[src/rtl/calculator_pkg.sv]
// Shared calculator datapath definitions: memory geometry, the operand
// width, the preload FSM state encoding and the operand pair packing helper.
package calculator_pkg;

  localparam int ADDR_W        = 10;
  localparam int DATA_W        = 32;
  localparam int MEM_WORD_SIZE = 64;

  typedef enum logic [1:0] {
    IDLE = 2'd0,
    LOAD = 2'd1,
    DONE = 2'd2
  } loader_state_e;

  // Packs two operands into one memory word. The first operand of the pair
  // goes to the low half when lo_first is set, otherwise to the high half.
  function automatic logic [MEM_WORD_SIZE-1:0] pack_pair(
    input logic              lo_first,
    input logic [DATA_W-1:0] first,
    input logic [DATA_W-1:0] second
  );
    return lo_first ? {second, first} : {first, second};
  endfunction

endpackage

[src/rtl/calc_mem_loader.sv]
// Operand preload stage. It takes 32-bit operands over a valid/ready
// handshake, packs each pair into a 64-bit word, writes the word to the SRAM
// across an inclusive and wrapping address range, and pulses done_o.
// Optional feature: define CALC_LOADER_CHECKSUM_EN to add checksum_o. It is
// the XOR of every word written since the last accepted start.
module calc_mem_loader
  import calculator_pkg::*;
#(
  parameter bit LOW_FIRST = 1'b1
) (
  input  logic                     clk_i,
  input  logic                     rst_i,
  input  logic                     start_i,
  input  logic [ADDR_W-1:0]        start_addr_i,
  input  logic [ADDR_W-1:0]        end_addr_i,
  input  logic                     in_valid_i,
  input  logic [DATA_W-1:0]        in_data_i,
  output logic                     in_ready_o,
  output logic                     write_o,
  output logic [ADDR_W-1:0]        w_addr_o,
  output logic [MEM_WORD_SIZE-1:0] w_data_o,
  output logic                     busy_o,
  output logic                     done_o
`ifdef CALC_LOADER_CHECKSUM_EN
  ,
  output logic [MEM_WORD_SIZE-1:0] checksum_o
`endif
);

  loader_state_e            state;
  logic [ADDR_W-1:0]        addr_cnt;
  logic [ADDR_W-1:0]        end_addr;
  logic                     half;
  logic [DATA_W-1:0]        hold;
  logic                     beat;
  logic [MEM_WORD_SIZE-1:0] word;

  // The handshake outputs are decoded from the state register only, so
  // in_valid_i has no combinational path to in_ready_o.
  assign in_ready_o = (state == LOAD);
  assign busy_o     = (state != IDLE);
  assign done_o     = (state == DONE);
  assign beat       = in_valid_i && in_ready_o;

  // Combine the held first beat with the beat being accepted now.
  always_comb begin
    word = pack_pair(LOW_FIRST, hold, in_data_i);
  end

  // Load FSM with the address counter, the pair holding register and the
  // registered SRAM write port.
  always_ff @(posedge clk_i or posedge rst_i) begin
    if (rst_i) begin
      state    <= IDLE;
      addr_cnt <= '0;
      end_addr <= '0;
      half     <= 1'b0;
      hold     <= '0;
      write_o  <= 1'b0;
      w_addr_o <= '0;
      w_data_o <= '0;
    end else begin
      write_o <= 1'b0;
      case (state)
        IDLE: begin
          if (start_i) begin
            addr_cnt <= start_addr_i;
            end_addr <= end_addr_i;
            half     <= 1'b0;
            state    <= LOAD;
          end
        end
        LOAD: begin
          if (beat) begin
            if (!half) begin
              hold <= in_data_i;
              half <= 1'b1;
            end else begin
              write_o  <= 1'b1;
              w_addr_o <= addr_cnt;
              w_data_o <= word;
              half     <= 1'b0;
              // The counter wraps modulo 2^ADDR_W, so a range whose end is
              // below its start runs through the top of memory.
              if (addr_cnt == end_addr) state <= DONE;
              else                      addr_cnt <= addr_cnt + 1'b1;
            end
          end
        end
        DONE:    state <= IDLE;
        default: state <= IDLE;
      endcase
    end
  end

`ifdef CALC_LOADER_CHECKSUM_EN
  // Running XOR of the written words. It is cleared when a start is accepted
  // and is updated on the same edge that registers write_o.
  always_ff @(posedge clk_i or posedge rst_i) begin
    if (rst_i) begin
      checksum_o <= '0;
    end else if (state == IDLE && start_i) begin
      checksum_o <= '0;
    end else if (beat && half) begin
      checksum_o <= checksum_o ^ word;
    end
  end
`endif

endmodule

[config.mk]
export PLATFORM = sky130hd
export DESIGN_NAME = calc_mem_loader
export DESIGN_NICKNAME = d
export VERILOG_FILES = /design/src/rtl/calculator_pkg.sv /design/src/rtl/calc_mem_loader.sv
export SDC_FILE = /design/constraint.sdc
export NUM_CORES = 1
export LEC_CHECK = 0
export BUFFER_PORTS_ARGS = -buffer_cell sky130_fd_sc_hd__buf_2
export CAP_MARGIN = 10
export CORE_MARGIN = 4
export CORE_UTILIZATION = 40
export DETAILED_ROUTE_END_ITERATION = 7
export HOLD_SLACK_MARGIN = 0.06
export PLACE_DENSITY = 0.69
export REMOVE_ABC_BUFFERS = 1
export SLEW_MARGIN = 20
export SYNTH_ARGS = -nofsm -noshare
export SYNTH_HDL_FRONTEND = slang
export SYNTH_SLANG_ARGS = --single-unit
[constraint.sdc]
create_clock -name clk_i -period 4.45 [get_ports clk_i]
set_clock_uncertainty 0.15 [all_clocks]
set_input_delay 0.445 -clock clk_i [delete_from_list [all_inputs] [get_ports clk_i]]
set_output_delay 0.445 -clock clk_i [all_outputs]
set_load 0.02 [all_outputs]
==> impl_metrics.ini <==
[run_status]
status = completed

[timing]
hold_viol = 0
setup_violations = 0
fin_crit_sh_pct = 67.5
slew_viol_final = 0
rsz0062_at_grt = no
finalCriticalPeriod_ps = 3000
tightest_slew_ps = 968
max_freq_ghz = 0.333
max_slew_margin_pct = 35.3
setup_tns_ps = 0

[yosys]
synth_top_flop_cell = dfrtp_1
yosysWarnings = 0
synthesis.area_um2 = 5330
synthArstFlopShare_pct = 100
synth.yosys.seq_area_share_pct = 61.0
synth-edff-count = 0
netlist_instances = 374
ys_ff_latch = 130
avgSynthCellArea_um2 = 14.3
synth_cell_types = 43

[die]
start_util_pct = 41.6
die_area_um2 = 15200
rows = 41
die_height_um = 123
dieWidth_um = 123
core_um2 = 12800
pin_count = 134

[worst_setup_path]
path_max_fanout = 33
worstPathRequired_ps = 4610
crit_family = simple AND/OR/NAND/NOR gates
worst-setup-path-type = reg -> reg
critPathCaptureType = flop
slowest_delay_ps = 760
critPathSlowestCell = nor2_4
path_buf_inv = 1
cp-start-kind = flop
crit_arrival_ps = 3160
r2r_setup_slack_ps = 1450
worstPathCellList = nand2b_1 > inv_1 > nand2_1 > nor2_4 > mux2_2

[power]
power_density_nw_per_um2 = 797
p_clk_share_pct = 25.8
switching_share_pct = 34.4
irDropWorstVdd_mv = 0.384
pwr-share-comb_pct = 35.6
power.internal_w = 0.00351
p_sw_w = 0.00184
seq_power_share_pct = 38.7
leakage_nw = 3.05

[job]
maxCapViolCount = 0

[finish]
fin_nets = 563
fin_util_pct = 52.3
n_antenna_cell = 0
drive_gt1_share_pct = 54.3
stdcell_count = 691
area_delta_synth_final_pct = 25.9

[place]
portBuffers = 133
gp_congestion = 0.862
dp.cells = 659
dp_hpwl_mm = 7.88

[global_route]
grt.total_usage_pct = 16.2
grt_pass1_vias = 3767
gr-total-overflow = 0
antenna_found_initial = 0
grt_max_degree = 80
grt_pass1_wl_mm = 18.7

[clock_network]
cts_made_buffers = 17
cts_buffer_depth = 2
clkTransAtPathRegs_ps = 50
ctsResizeCount = 0
cts_setup_buffers = 0
cts_root_buf = clkbuf_16
cts_hold_buf = 0
insertion_delay_ps = 420
cts_sinks = 130
cts_tree = yes
cts_max_level = 4

[route]
drt_iter0_markers = 324
vias = 3535
avgRoutedWirePerCell_um = 16.6
wl_mm = 11.5
via_per_inst = 5.12
route.detailed.drc = 0
drt_pass1_iterations = 4
drtAntennaViolNets = 0

[worst_hold_path]
min_path_type = in -> async
cells in the mapped netlist, types with 2 or more instances:
| master | n | area (um^2) |
|---|---|---|
| xor2_1 | 8 | 70.1 |
| nand2b_1 | 2 | 12.5 |
| a21oi_1 | 6 | 30.0 |
| o211ai_1 | 2 | 15.0 |
| nor3_1 | 4 | 20.0 |
| nand4_1 | 6 | 37.5 |
| nand3_1 | 10 | 50.1 |
| mux2_1 | 3 | 33.8 |
| buf_6 | 2 | 22.5 |
| buf_2 | 15 | 75.1 |
| clkbuf_1 | 7 | 26.3 |
| inv_1 | 3 | 11.3 |
| nand2_1 | 14 | 52.6 |
| a211oi_1 | 4 | 30.0 |
| dfrtp_1 | 130 | 3250 |
| o31ai_1 | 2 | 15.0 |
| and2_1 | 4 | 25.0 |
| xnor2_1 | 2 | 17.5 |
| o21ai_0 | 3 | 15.0 |
| a21o_1 | 3 | 22.5 |
| and4_1 | 2 | 17.5 |
| and3_1 | 4 | 25.0 |
| nor4_1 | 2 | 12.5 |
| or3_1 | 2 | 12.5 |
| nor2_1 | 5 | 18.8 |
| mux2_2 | 112 | 1260 |
through the flow:
stage          total power, W  setup WS [ps]  hold WS (ps)  cell area [um^2]
2_1_floorplan         0.00336            386           310              5210
3_3_place_gp          0.00393           1460           305              6120
3_5_place_dp          0.00401           1400           313              6120
4_1_cts               0.00543           1410          90.3              6710
5_1_grt               0.00568           1180           101              6710
6_report              0.00535           1450          95.7              6710
layout make-up:
class	count	area, um^2
fillers	1131	6110
multi-input cells	216	1940
clock buffers	22	454
clock inverters	10	134
well taps	172	215
inverters	4	17.5
repair buffers	137	696
flip-flops and latches	130	3250
routing by layer:
| metal | track usage (%) | wire length [um] | share of wire (%) | vias up |
|---|---|---|---|---|
| li1 | - | - | - | 1618 |
| met2 | 25.2 | 5370 | 47 | 142 |
| met3 | 6.50 | 1040 | 9.0 | 15 |
| met5 | 0 | 0 | 0 | - |
| met1 | 20.0 | 4850 | 42 | 1760 |
| met4 | 6.85 | 217 | 1.9 | 0 |
power groups by stage:
| stage | clock network (W) | registers, W | logic, W |
|---|---|---|---|
| 6_report | 0.00138 | 0.00207 | 0.00190 |
| 5_1_grt | 0.00147 | 0.00215 | 0.00206 |
| 4_1_cts | 0.00142 | 0.00208 | 0.00193 |
| 3_5_place_dp | 0 | 0.00208 | 0.00193 |
| 3_3_place_gp | 0 | 0.00205 | 0.00188 |
| 2_1_floorplan | 0 | 0.00243 | 0.000926 |
worst reg2reg max path: stages, from the launching register on:
cell,delay (ps)
dfrtp_1,410
nand2b_1,370
inv_1,580
nand2_1,190
nor2_4,760
mux2_2,440
kinds of logic (layout without fill, tap and decap cells):
logic type / after synthesis / in the layout / synth area share (%)
flops: 130 / 130 / 61.0
mux: 116 / 116 / 24.5
simple gates: 59 / 59 / 5.92
compound gates: 30 / 30 / 4.08
buf+inv: 28 / 173 / 2.61
xor+xnor: 10 / 10 / 1.64
fa+ha+maj: 1 / 1 / 0.235
flip-flops by register name, indices dropped and copies added, names as in the netlist:
| register | cells |
|---|---|
| w_data_o | 64 |
| hold | 32 |
| state | 2 |
| half | 1 |
| end_addr | 10 |
| w_addr_o | 10 |
| write_o | 1 |
| addr_cnt | 10 |
worst paths after layout:
path / startpoint / endpoint / cells after the start
worst max-delay path: state[1]$_DFFE_PP0P_ / hold[6]$_DFFE_PP0P_ / 5
worst min-delay path: rst_i / w_data_o[48]$_DFFE_PP0P_ / 2
worst max register to register: state[1]$_DFFE_PP0P_ / hold[6]$_DFFE_PP0P_ / 5
worst min register to register: w_addr_o[2]$_DFFE_PP0P_ / w_addr_o[2]$_DFFE_PP0P_ / 1
max in group asynchronous: rst_i / hold[9]$_DFFE_PP0P_ / 3
min in group clk_i: end_addr_i[3] / end_addr[3]$_DFFE_PP0P_ / 2
layout by cell type (no fill, tap or decap), types with 5 or more instances in the layout:
| cell | Yosys | final |
|---|---|---|
| a21oi_1 | 6 | 6 |
| buf_2 | 15 | 133 |
| clkbuf_16 | 0 | 17 |
| dfrtp_1 | 130 | 130 |
| mux2_2 | 112 | 112 |
| nand2_1 | 14 | 14 |
| nand3_1 | 10 | 10 |
| nand4_1 | 6 | 6 |
| nor2_1 | 5 | 5 |
| xor2_1 | 8 | 8 |
Note: power is estimated with default switching activity, not from simulation.
